$ cat config.mk
export PLATFORM = sky130hd
export DESIGN_NAME = seq_add
export DESIGN_NICKNAME = d
export VERILOG_FILES = /design/src/rtl/seq_add_pkg.sv /design/src/rtl/seq_add_chunk_add.sv /design/src/rtl/seq_add.sv
export SDC_FILE = /design/constraint.sdc
export NUM_CORES = 1
export LEC_CHECK = 0
export CORE_MARGIN = 5
export CORE_UTILIZATION = 45
export DETAILED_ROUTE_END_ITERATION = 7
export GPL_ROUTABILITY_DRIVEN = 0
export GPL_TIMING_DRIVEN = 0
export PLACE_DENSITY = 0.74
export SLEW_MARGIN = 5
export SYNTH_ARGS = -nofsm -noshare
export SYNTH_HDL_FRONTEND = slang
export SYNTH_SLANG_ARGS = --single-unit
export TNS_END_PERCENT = 100
$ cat constraint.sdc
create_clock -name clk -period 5.3 [get_ports clk]
set_clock_uncertainty 0.1 [all_clocks]
set_input_delay 1.06 -clock clk [delete_from_list [all_inputs] [get_ports clk]]
set_output_delay 1.06 -clock clk [all_outputs]
set_load 0.05 [all_outputs]
$ cat src/rtl/seq_add_pkg.sv
// seq_add_pkg
//   Shared definitions for the chunk-serial adder/subtractor:
//   - state_e    : control FSM encoding (IDLE=0, RUN=1, DONE=2)
//   - calc_n     : number of chunks N = W / C
//   - cnt_width  : width of the chunk counter (at least one bit, also for N=1)
package seq_add_pkg;

  typedef enum logic [1:0] {
    IDLE = 2'd0,
    RUN  = 2'd1,
    DONE = 2'd2
  } state_e;

  function automatic int calc_n(input int w, input int c);
    return w / c;
  endfunction

  // A one-chunk configuration still needs a legal, non-zero-width counter.
  function automatic int cnt_width(input int n);
    return (n > 1) ? $clog2(n) : 1;
  endfunction

endpackage

$ cat src/rtl/seq_add_chunk_add.sv
// chunk_add
//   Purely combinational C-bit adder slice used once per RUN cycle.
//   Ports:
//     x, y   in  C  chunk operands
//     ci     in  1  carry into bit 0
//     s      out C  chunk sum
//     co     out 1  carry out of bit C-1
//     c_msb  out 1  carry into bit C-1 (feeds signed-overflow detection)
module chunk_add #(
  parameter int C = 8
) (
  input  logic [C-1:0] x,
  input  logic [C-1:0] y,
  input  logic         ci,
  output logic [C-1:0] s,
  output logic         co,
  output logic         c_msb
);

  logic [C:0] total;

  always_comb begin
    total = {1'b0, x} + {1'b0, y} + {{C{1'b0}}, ci};
    s     = total[C-1:0];
    co    = total[C];
    // Sum bit = x ^ y ^ carry-in, so the carry into the top bit is recovered
    // from the sum bit; this also holds for C=1 where it equals ci.
    c_msb = total[C-1] ^ x[C-1] ^ y[C-1];
  end

endmodule

$ cat src/rtl/seq_add.sv
// seq_add
//   Chunk-serial W-bit adder/subtractor. One C-bit chunk is processed per
//   RUN cycle (N = W/C cycles), then the result is published in DONE.
//   Subtraction is done as a + ~b + ~cin, so cout is "not borrow".
//   Ports:
//     clk   in  1  clock, rising edge
//     rst   in  1  synchronous active-high reset (clears all state)
//     start in  1  operation request, honoured only when busy=0
//     a, b  in  W  operands, captured on accepted start
//     cin   in  1  carry in (add) / borrow in (sub)
//     sub   in  1  0 = add, 1 = subtract
//     sum   out W  registered result, stable except on the DONE edge
//     cout  out 1  registered carry out / not-borrow
//     ovf   out 1  registered two's-complement overflow
//     busy  out 1  high while in RUN
//     done  out 1  one-cycle pulse in DONE
module seq_add
  import seq_add_pkg::*;
#(
  parameter int W = 32,
  parameter int C = 8
) (
  input  logic         clk,
  input  logic         rst,
  input  logic         start,
  input  logic [W-1:0] a,
  input  logic [W-1:0] b,
  input  logic         cin,
  input  logic         sub,
  output logic [W-1:0] sum,
  output logic         cout,
  output logic         ovf,
  output logic         busy,
  output logic         done
);

  localparam int                N     = calc_n(W, C);
  localparam int                CNT_W = cnt_width(N);
  localparam logic [CNT_W-1:0]  LAST  = CNT_W'(N - 1);

  state_e           state_q, state_d;
  logic [CNT_W-1:0] cnt_q,   cnt_d;
  logic [W-1:0]     a_q,     a_d;
  logic [W-1:0]     b_q,     b_d;      // effective b (already inverted for sub)
  logic             carry_q, carry_d;  // carry into the chunk processed next
  logic [W-1:0]     acc_q,   acc_d;    // partial result, hidden from sum
  logic [W-1:0]     sum_q,   sum_d;
  logic             cout_q,  cout_d;
  logic             ovf_q,   ovf_d;
  logic             busy_q,  busy_d;
  logic             done_q,  done_d;

  logic [C-1:0]     chunk_x, chunk_y, chunk_s;
  logic             chunk_co, chunk_c_msb;
  int unsigned      base;

  assign base    = C * int'(cnt_q);
  assign chunk_x = a_q[base +: C];
  assign chunk_y = b_q[base +: C];

  chunk_add #(.C(C)) u_chunk (
    .x     (chunk_x),
    .y     (chunk_y),
    .ci    (carry_q),
    .s     (chunk_s),
    .co    (chunk_co),
    .c_msb (chunk_c_msb)
  );

  always_comb begin
    state_d = state_q;
    cnt_d   = cnt_q;
    a_d     = a_q;
    b_d     = b_q;
    carry_d = carry_q;
    acc_d   = acc_q;
    sum_d   = sum_q;
    cout_d  = cout_q;
    ovf_d   = ovf_q;

    case (state_q)
      IDLE, DONE: begin
        if (start) begin
          a_d     = a;
          b_d     = sub ? ~b : b;
          // Subtract injects ~cin into chunk 0.
          carry_d = cin ^ sub;
          cnt_d   = '0;
          acc_d   = '0;
          state_d = RUN;
        end else begin
          state_d = IDLE;
        end
      end

      RUN: begin
        acc_d[base +: C] = chunk_s;
        carry_d          = chunk_co;
        if (cnt_q == LAST) begin
          // The chunk just added is the top one: publish everything now.
          sum_d   = acc_d;
          cout_d  = chunk_co;
          ovf_d   = chunk_c_msb ^ chunk_co;
          state_d = DONE;
        end else begin
          cnt_d = cnt_q + 1'b1;
        end
      end

      default: state_d = IDLE;
    endcase

    busy_d = (state_d == RUN);
    done_d = (state_d == DONE);
  end

  always_ff @(posedge clk) begin
    if (rst) begin
      state_q <= IDLE;
      cnt_q   <= '0;
      a_q     <= '0;
      b_q     <= '0;
      carry_q <= 1'b0;
      acc_q   <= '0;
      sum_q   <= '0;
      cout_q  <= 1'b0;
      ovf_q   <= 1'b0;
      busy_q  <= 1'b0;
      done_q  <= 1'b0;
    end else begin
      state_q <= state_d;
      cnt_q   <= cnt_d;
      a_q     <= a_d;
      b_q     <= b_d;
      carry_q <= carry_d;
      acc_q   <= acc_d;
      sum_q   <= sum_d;
      cout_q  <= cout_d;
      ovf_q   <= ovf_d;
      busy_q  <= busy_d;
      done_q  <= done_d;
    end
  end

  assign sum  = sum_q;
  assign cout = cout_q;
  assign ovf  = ovf_q;
  assign busy = busy_q;
  assign done = done_q;

endmodule

==> After elaboration in Yosys (flattened, before gate mapping) <==
Index checks and enable logic that the tools add are counted.
{ "op_classes": {"add_sub_neg": 4, "eq_ne": 7, "n_shift": 4, "mux": 12, "bitwise_logic": 5, "n_reduce_logical": 7} }
{ "ops": {"columns": ["op", "count"], "rows": [
  ["$mux 32", 2],
  ["$pmux 32 s2", 1],
  ["$shiftx 32x6->8", 2],
  ["$neg 5->34", 1],
  ["$shift 8x34->32 const A", 1],
  ["$shiftx 8x34->32", 1],
  ["$bwmux 32", 1],
  ["$not 32->32", 1],
  ["$add 8x8->9", 1],
  ["$add 9x1->9", 1],
  ["$pmux 2 s2", 2],
  ["$eq 2x2->1 const B", 3],
  ["$mux 2", 3],
  ["$reduce_and 2->1", 3],
  ["$eq 2x1->1 const B", 2],
  ["$ne 2x2->1 const B", 2],
  ["$xor 1x1->1", 4],
  ["$reduce_and 3->1", 1],
  ["$add 2x1->2 const B", 1],
  ["$logic_not 2->1", 1],
  ["$mux 1", 2],
  ["$pmux 1 s2", 1],
  ["$reduce_bool 2->1", 1],
  ["$reduce_or 2->1", 1]
]} }
{ "word_totals": {"register_bits": 137, "in_bits": 69, "output_inout_bits": 36, "elab_cells": 50} }

==> Longest topological paths before layout <==
Gate-level depths: netlist (run 1).
{ "depth": {"word_depth": 6, "ltp_mapped": 11, "depth_no_buf": 9} }

==> Modules after synthesis <==
Synthesis (run 1) repeated with hierarchy kept, for this count alone.
{ "hier_totals": {"cells_unflattened": 620, "hier_area_um2": 5921.9} }
{ "modules_own_cells": {"columns": ["mod", "instances", "cells_each", "area_each_um2", "seq_area_each_um2"], "rows": [
  ["seq_add", 1, 576, 5545.3, 2582.5],
  ["chunk_add", 1, 44, 376.6, 0.0]
]} }

==> Worst setup path after synthesis (run 1) <==
Ideal clock, no wire load.
{ "synth_path": {"path_type": "register to register", "from": "register cnt_q[1]", "to": "register ovf_q (netlist: ovf)", "setup_ns": 0.095, "arrival_ns": 3.296, "required_time_ns": 5.105, "path_slack_ns": 1.809, "path_stages_with_launch": 12, "n_path_buf": 2, "period_less_slack_ns": 3.491, "cell_sequence": "dfxtp_1 -> buf_6 -> clkbuf_1 -> mux4_1 -> fa_1 -> fa_1 -> a21o_1 -> nand4_1 -> a21oi_1 -> or3_1 -> a2111o_1 -> o311ai_1"} }
{ "synth_via": {"elab_chain_len": 6} }
{ "synth_rtl": {"columns": ["item", "line_no", "source"], "rows": [
  ["from (decl)", "seq_add.sv:42", "logic [CNT_W-1:0] cnt_q, cnt_d;"],
  ["from (signal assigned)", "seq_add.sv:132", "cnt_q <= cnt_d;"],
  ["$shiftx 32x6->8 (on tied branches)", "seq_add.sv:58, seq_add.sv:59", null],
  ["$add 8x8->9", "seq_add_chunk_add.sv:23", "total = {1'b0, x} + {1'b0, y} + {{C{1'b0}}, ci};"],
  ["$add 9x1->9", "seq_add_chunk_add.sv:23", null],
  ["$xor 1x1->1 (2 in series)", "seq_add_chunk_add.sv:28", "c_msb = total[C-1] ^ x[C-1] ^ y[C-1];"],
  ["$xor 1x1->1", "seq_add.sv:103", "ovf_d = chunk_c_msb ^ chunk_co;"],
  ["to (signal assigned)", "seq_add.sv:139", "ovf_q <= ovf_d;"],
  ["to (decl)", "seq_add.sv:49", "logic ovf_q, ovf_d;"]
]} }
Several ways; a longest one is shown, not always the timed one.
A chain may end at the register's enable or synchronous reset.

==> Final worst setup path (run 1) <==
{ "layout_path": {"from": "register cnt_q[1]", "to": "register acc_q[4]"} }
{ "layout_via": {"elab_chain_len": 6} }
{ "layout_rtl": {"columns": ["item", "line_no", "source"], "rows": [
  ["$shiftx 32x6->8 (on tied branches)", "seq_add.sv:58, seq_add.sv:59", null],
  ["$add 8x8->9", "seq_add_chunk_add.sv:23", null],
  ["$add 9x1->9", "seq_add_chunk_add.sv:23", null],
  ["$shiftx 8x34->32", "seq_add.sv:97", "acc_d[base +: C] = chunk_s;"],
  ["$bwmux 32 *", "seq_add.sv:97", null],
  ["$pmux 32 s2 *", "seq_add.sv:81", "case (state_q)"],
  ["to (signal assigned)", "seq_add.sv:124", "acc_q <= '0;"],
  ["to (signal assigned)", "seq_add.sv:136", "acc_q <= acc_d;"],
  ["to (decl)", "seq_add.sv:46", "logic [W-1:0] acc_q, acc_d;"]
]} }
Every way passes the cells marked *; elsewhere a longest branch is shown, timed or not.

==> impl_metrics.env, run 1 <==
export IMPL_hold_class="reg2reg"
export IMPL_io_pins=105
export IMPL_clk_latency_ns=0.42
export IMPL_num_rows=42
export IMPL_hpwlAfterDp_um=12400
export IMPL_ctsHoldBuffers=0
export IMPL_synth_edf_count=0
export IMPL_htree_levels=4
export IMPL_die_area_um2=16200
export IMPL_utilization_pct=60.4
export IMPL_slew_viol_final=0
export IMPL_synth_main_ff_cell="dfxtp_1"
export IMPL_ctsRootBufferMaster="clkbuf_16"
export IMPL_path_clk_slew_ns=0.06
export IMPL_grt_usage_pct=20.7
export IMPL_hold_violations=0
export IMPL_wire_per_inst_um=16.2
export IMPL_synth_fa_ha_area_share_pct=3.28
export IMPL_r2r_slack_ns=1.30
export IMPL_drtIter0Drc=460
export IMPL_dieWidth_um=127
export IMPL_async_flop_share_pct=0
export IMPL_synthToLayoutAreaGrowth_pct=30.7
export IMPL_grt_pass1_wl_um=26600
export IMPL_grt_remaining_overflow=0
export IMPL_ys_seq_elements=137
export IMPL_synth_top_family_by_area="compound AO/OA/AOI/OAI gates"
export IMPL_synth_compound_area_share_pct=18.6
export IMPL_regArea_um2=2740
export IMPL_antenna_found_initial=0
export IMPL_path_class="reg2reg"
export IMPL_nets=927
export IMPL_die_h_um=127
export IMPL_drc_errors=0
export IMPL_core_area_um2=13300
export IMPL_syn_inst=721
export IMPL_arrival_ns=4.18
export IMPL_rr_endpoint="acc_q[4]"
export IMPL_muxShareOfSynthArea_pct=6.42
export IMPL_firstDrtPassIters=5
export IMPL_status="finished, final reports clean"
export IMPL_netlist_area_um2=6170
export IMPL_cts_resized=0
export IMPL_cts_made_buffers=17
export IMPL_ff2ff_path_depth=11
export IMPL_port_buffers=103
export IMPL_final_common_cell="dfxtp_1"
export IMPL_fill_cells=1234
export IMPL_drv_cap=0
export IMPL_multi_input_area_um2=3070
export IMPL_setup_viol=0
export IMPL_crit_path_end_kind="flop"
export IMPL_syn_avg_cell_area_um2=8.56
export IMPL_tns_ns=0
export IMPL_cellPowerDensity_nw_per_um2=343
export IMPL_cts_sinks=137
export IMPL_mostFrequentLayoutCells="137 x dfxtp_1, 114 x nand2_1, 103 x clkdlybuf4s50_1"
export IMPL_min_from="sum[26]"
export IMPL_drive_gt1_share_pct=5.38
export IMPL_vias=5537
export IMPL_num_antenna_cells=0
export IMPL_synthesis_nets=805
export IMPL_final_min_clock_period_ns=4.00
export IMPL_ys_warn_count=0
export IMPL_slew_headroom_pct=51.2
export IMPL_fmax_mhz=250
export IMPL_cts_buffer_depth=2
export IMPL_grt_pass1_vias=5193
export IMPL_holdPathEnd="sum[26]"
export IMPL_grt_max_degree=17
export IMPL_postRouteAntennaNets=0
export IMPL_synth_seq_area_share_pct=44.4
export IMPL_synth_xor_area_share_pct=5.25
export IMPL_grt_setup_unrepaired="false"
export IMPL_required_ns=5.48
export IMPL_synth_simple_area_share_pct=16.2
export IMPL_reg2reg_from="cnt_q[1]"
export IMPL_worst_pin_slew_ns=0.726
export IMPL_ys_types=41
export IMPL_post_cts_buffers=0
export IMPL_drt_total_wl_um=16700
export IMPL_vdd_drop_max_mv=0.214
export IMPL_fin_crit_sh_pct=75.4
export IMPL_cp_start_kind="flop"
export IMPL_cp_max_fo=10
export IMPL_start_util_pct=46.3
export IMPL_holdPathStages=2
export IMPL_via_per_inst=5.37
export IMPL_p_leak_nw=2.87
export IMPL_cts_tree="done"
-- layout make-up --
type,instances,share of cell area [%]
Multi-Input combinational cell,492,38.0
Sequential cell,137,34.0
Timing Repair Buffer,103,12.8
Clock buffer,19,5.49
Buffer,57,2.85
Tap cell,176,2.73
Clock inverter,12,2.47
Inverter,35,1.63
-- stage by stage --
stage	setup WS, ns	power (W)	area (µm²)	instances	hold WS [ns]
floorplan	1.81	0.00136	6170	721	0.332
global placement	1.39	0.00149	7420	1000	0.342
detailed placement	1.33	0.00150	7420	1000	0.345
CTS	1.33	0.00278	8070	1031	0.353
global route	1.09	0.00287	8070	1031	0.364
finish	1.30	0.00277	8070	1031	0.351
-- metal layers --
| layer | vias to the layer above | part of all wire, % | GRT usage [%] | wire, µm |
|---|---|---|---|---|
| met5 | - | 0 | 0 | 0 |
| met4 | 0 | 1.4 | 6.06 | 237 |
| met3 | 22 | 6.2 | 3.80 | 1030 |
| met2 | 180 | 48 | 34.2 | 8080 |
| met1 | 2595 | 44 | 27.9 | 7330 |
| li1 | 2740 | - | - | - |
-- worst max-delay path by stage --
stage / end / slack, ns / from / cells past startpoint
2_1_floorplan: ovf / 1.81 / cnt_q[1] / 11
3_3_place_gp: acc_q[20] / 1.39 / cnt_q[1] / 11
3_5_place_dp: acc_q[4] / 1.33 / cnt_q[1] / 11
4_1_cts: acc_q[12] / 1.33 / cnt_q[1] / 11
5_1_grt: acc_q[12] / 1.09 / cnt_q[1] / 11
6_report: acc_q[4] / 1.30 / cnt_q[1] / 11
-- power by group --
group / leakage, nW / switching (W) / internal [W]
sequential: 1.12 / 0.0000256 / 0.00108
clock: 0.313 / 0.000441 / 0.000843
combinational: 1.44 / 0.000220 / 0.000161
total: 2.87 / 0.000686 / 0.00208
-- state kept, by name (all words and copies together), names as in the netlist --
name     cells
a_q         32
acc_q       32
b_q         32
busy         1
carry_q      1
cnt_q        2
cout         1
done         1
ovf          1
state_q      2
sum         32
-- critical path: stages (launching register included) --
cell and delay, ns:
dfxtp_1 0.41, buf_6 0.18, clkbuf_1 0.49, mux4_1 0.46, fa_1 0.44, fa_1 0.42
a21o_1 0.21, a21oi_1 0.17, xor2_1 0.52, o22ai_1 0.22, a22oi_1 0.19, nor2_1 0.06
-- kinds of logic after synthesis --
kind of cell	count (synthesis)
AOI/OAI and AO/OA	179
and+or+nand+nor	244
xor gates and xnor gates	37
adders and majority gates	15
buffers and inverters	92
muxes	17
DFF	137
-- synthesized netlist by cell type, drive strengths merged (3+ instances only) --
master | n | area (µm²)
nand4 | 4 | 25.0
o21ai | 12 | 60.1
o22ai | 12 | 75.1
inv | 35 | 131
a22oi | 29 | 218
xor2 | 3 | 26.3
nor2b | 8 | 50.1
nor2 | 91 | 342
nand2 | 114 | 428
buf | 13 | 61.3
dfxtp | 137 | 2740
o32ai | 8 | 70.1
nor3 | 13 | 65.1
mux4 | 16 | 387
xnor2 | 34 | 298
clkbuf | 44 | 169
a211oi | 40 | 300
and3 | 4 | 25.0
a21oi | 67 | 335
a21o | 3 | 22.5
ha | 13 | 163
nand3 | 4 | 20.0
No activity file was read; power rests on OpenSTA's default activity.
==> run 2, diff against run 1 <==
Settings changed: PLACE_DENSITY 0.74 to 0.77.
Clock period 5.3 ns to 3.21 ns, I/O delays scaled along.
==> run 2 against run 1 <==
Utilization up 0.90 points; sequential share of layout area down 0.41 points; critical path type unchanged; hold slack about the same; largest power group unchanged; clock power up 54%; power up 61%; register-to-register slack worse by 1.3 ns.
==> impl_metrics.env, run 2 (synthesis gave the netlist of run 1 again) <==
export IMPL_status="finished, final reports clean"
export IMPL_synthToLayoutAreaGrowth_pct=32.6
export IMPL_vias=5681
export IMPL_grt_pass1_vias=5384
export IMPL_cp_max_fo=10
export IMPL_cellPowerDensity_nw_per_um2=545
export IMPL_p_comb_share_pct=15.1
export IMPL_cts_sinks=137
export IMPL_cp_start_kind="flop"
export IMPL_fin_crit_sh_pct=99.0
export IMPL_hold_class="reg2reg"
export IMPL_p_int_w=0.00330
export IMPL_ctsHoldBuffers=0
export IMPL_holdWs_ns=0.351
export IMPL_cts_made_buffers=17
export IMPL_die_h_um=127
export IMPL_cts_tree="done"
export IMPL_holdPathStages=2
export IMPL_arrival_ns=3.41
export IMPL_power_frac_seq_pct=40.7
export IMPL_num_antenna_cells=0
export IMPL_drive_gt1_share_pct=8.82
export IMPL_drc_errors=0
export IMPL_p_leak_nw=2.90
export IMPL_slew_viol_final=0
export IMPL_worst_pin_slew_ns=0.725
export IMPL_path_class="reg2reg"
export IMPL_final_common_cell="dfxtp_1"
export IMPL_htree_levels=4
export IMPL_mostFrequentLayoutCells="135 x dfxtp_1, 114 x nand2_1, 103 x clkdlybuf4s50_1"
export IMPL_drv_cap=0
export IMPL_io_pins=105
export IMPL_antenna_found_initial=0
export IMPL_r2r_slack_ns=0.03
export IMPL_postRouteAntennaNets=0
export IMPL_port_buffers=103
export IMPL_final_min_clock_period_ns=3.18
export IMPL_grt_pass1_wl_um=27300
export IMPL_slew_headroom_pct=51.7
export IMPL_grt_max_degree=17
export IMPL_utilization_pct=61.3
export IMPL_drtIter0Drc=388
export IMPL_finalPower_w=0.00446
export IMPL_grt_remaining_overflow=0
export IMPL_cts_buffer_depth=2
export IMPL_ff2ff_path_depth=11
export IMPL_required_ns=3.44
export IMPL_nets=933
export IMPL_grt_setup_unrepaired="true"
export IMPL_min_from="sum[4]"
export IMPL_num_rows=42
export IMPL_core_area_um2=13300
export IMPL_firstDrtPassIters=5
export IMPL_rr_endpoint="ovf"
export IMPL_ctsRootBufferMaster="clkbuf_16"
export IMPL_wire_per_inst_um=16.5
export IMPL_dieWidth_um=127
export IMPL_crit_path_end_kind="flop"
export IMPL_reg2reg_from="cnt_q[1]"
export IMPL_fmax_mhz=315
export IMPL_via_per_inst=5.47
export IMPL_drt_total_wl_um=17100
export IMPL_hold_violations=0
export IMPL_clk_latency_ns=0.42
export IMPL_pwr_share_clk_pct=44.2
export IMPL_setup_viol=0
export IMPL_startpoint="cnt_q[1]"
export IMPL_p_sw_w=0.00117
export IMPL_holdPathEnd="sum[4]"
export IMPL_vdd_drop_max_mv=0.391
export IMPL_path_clk_slew_ns=0.06
export IMPL_tns_ns=0
export IMPL_swShare_pct=26.2
export IMPL_die_area_um2=16200
export IMPL_hpwlAfterDp_um=12300
export IMPL_start_util_pct=46.3
export IMPL_grt_usage_pct=21.2
==> run 2: cell types whose count changed in the layout (fill, tap and decap cells not counted), sizes merged <==
| cell | change |
|---|---|
| buf | +8 |
| clkbuf | -3 |
| clkinvlp | +3 |
| bufinv | -2 |
| clkinv | +1 |
==> run 2: worst max-delay path: stages (launching register included) <==
cell,delay [ns]
dfxtp_4,0.35
buf_8,0.13
clkbuf_16,0.16
mux4_2,0.35
fa_2,0.37
fa_2,0.36
a21o_1,0.18
nand4_1,0.16
a21oi_2,0.09
or3_4,0.37
a2111o_1,0.39
o311ai_2,0.08
==> run 2: area by class of cell <==
class	count	area [µm²]
fill	1177	5160
multi-input combinational	492	3150
sequential	137	2750
timing repair buffer	111	1090
clock buffer	18	439
buffer	55	250
tap	176	220
clock inverter	14	155
inverter	35	131
==> run 2: routing by layer <==
layer / wire length (µm) / track usage [%]
met1: 7020 / 27.5
met2: 8340 / 34.4
met5: 0 / 0
met3: 1320 / 4.97
met4: 452 / 8.39
==> run 2: what timing repair did <==
action                                  4_1_cts  5_1_grt
resized for setup                            11       10
endpoints found under the setup margin       34       39
buffers inserted                              4        4
pin swaps                                     2        0
==> run 2: how the worst max path moves through the flow <==
stage	slack, ns	depth (start not counted)	end
2_1_floorplan	0.03	10	ovf
3_3_place_gp	-0.27	11	acc_q[20]
3_5_place_dp	-0.31	11	acc_q[12]
4_1_cts	0.02	10	ovf
5_1_grt	-0.09	9	ovf
6_report	0.03	11	ovf
==> run 2: power by group through the flow <==
stage	clock, W	combinational [W]	sequential [W]
finish	0.00197	0.000675	0.00182
global route	0.00206	0.000734	0.00183
global placement	0	0.000623	0.00185
floorplan	0	0.000401	0.00184
CTS	0.00197	0.000653	0.00181
detailed placement	0	0.000631	0.00185
==> run 2: per-stage QoR <==
step / setup slack [ns] / cells / instance area [µm²]
after floorplan: 0.0262 / 721 / 6190
after global placement: -0.266 / 1000 / 7440
after detailed placement: -0.307 / 1000 / 7440
after CTS: 0.0163 / 1036 / 8120
after global routing: -0.0866 / 1038 / 8190
final: 0.0333 / 1038 / 8190
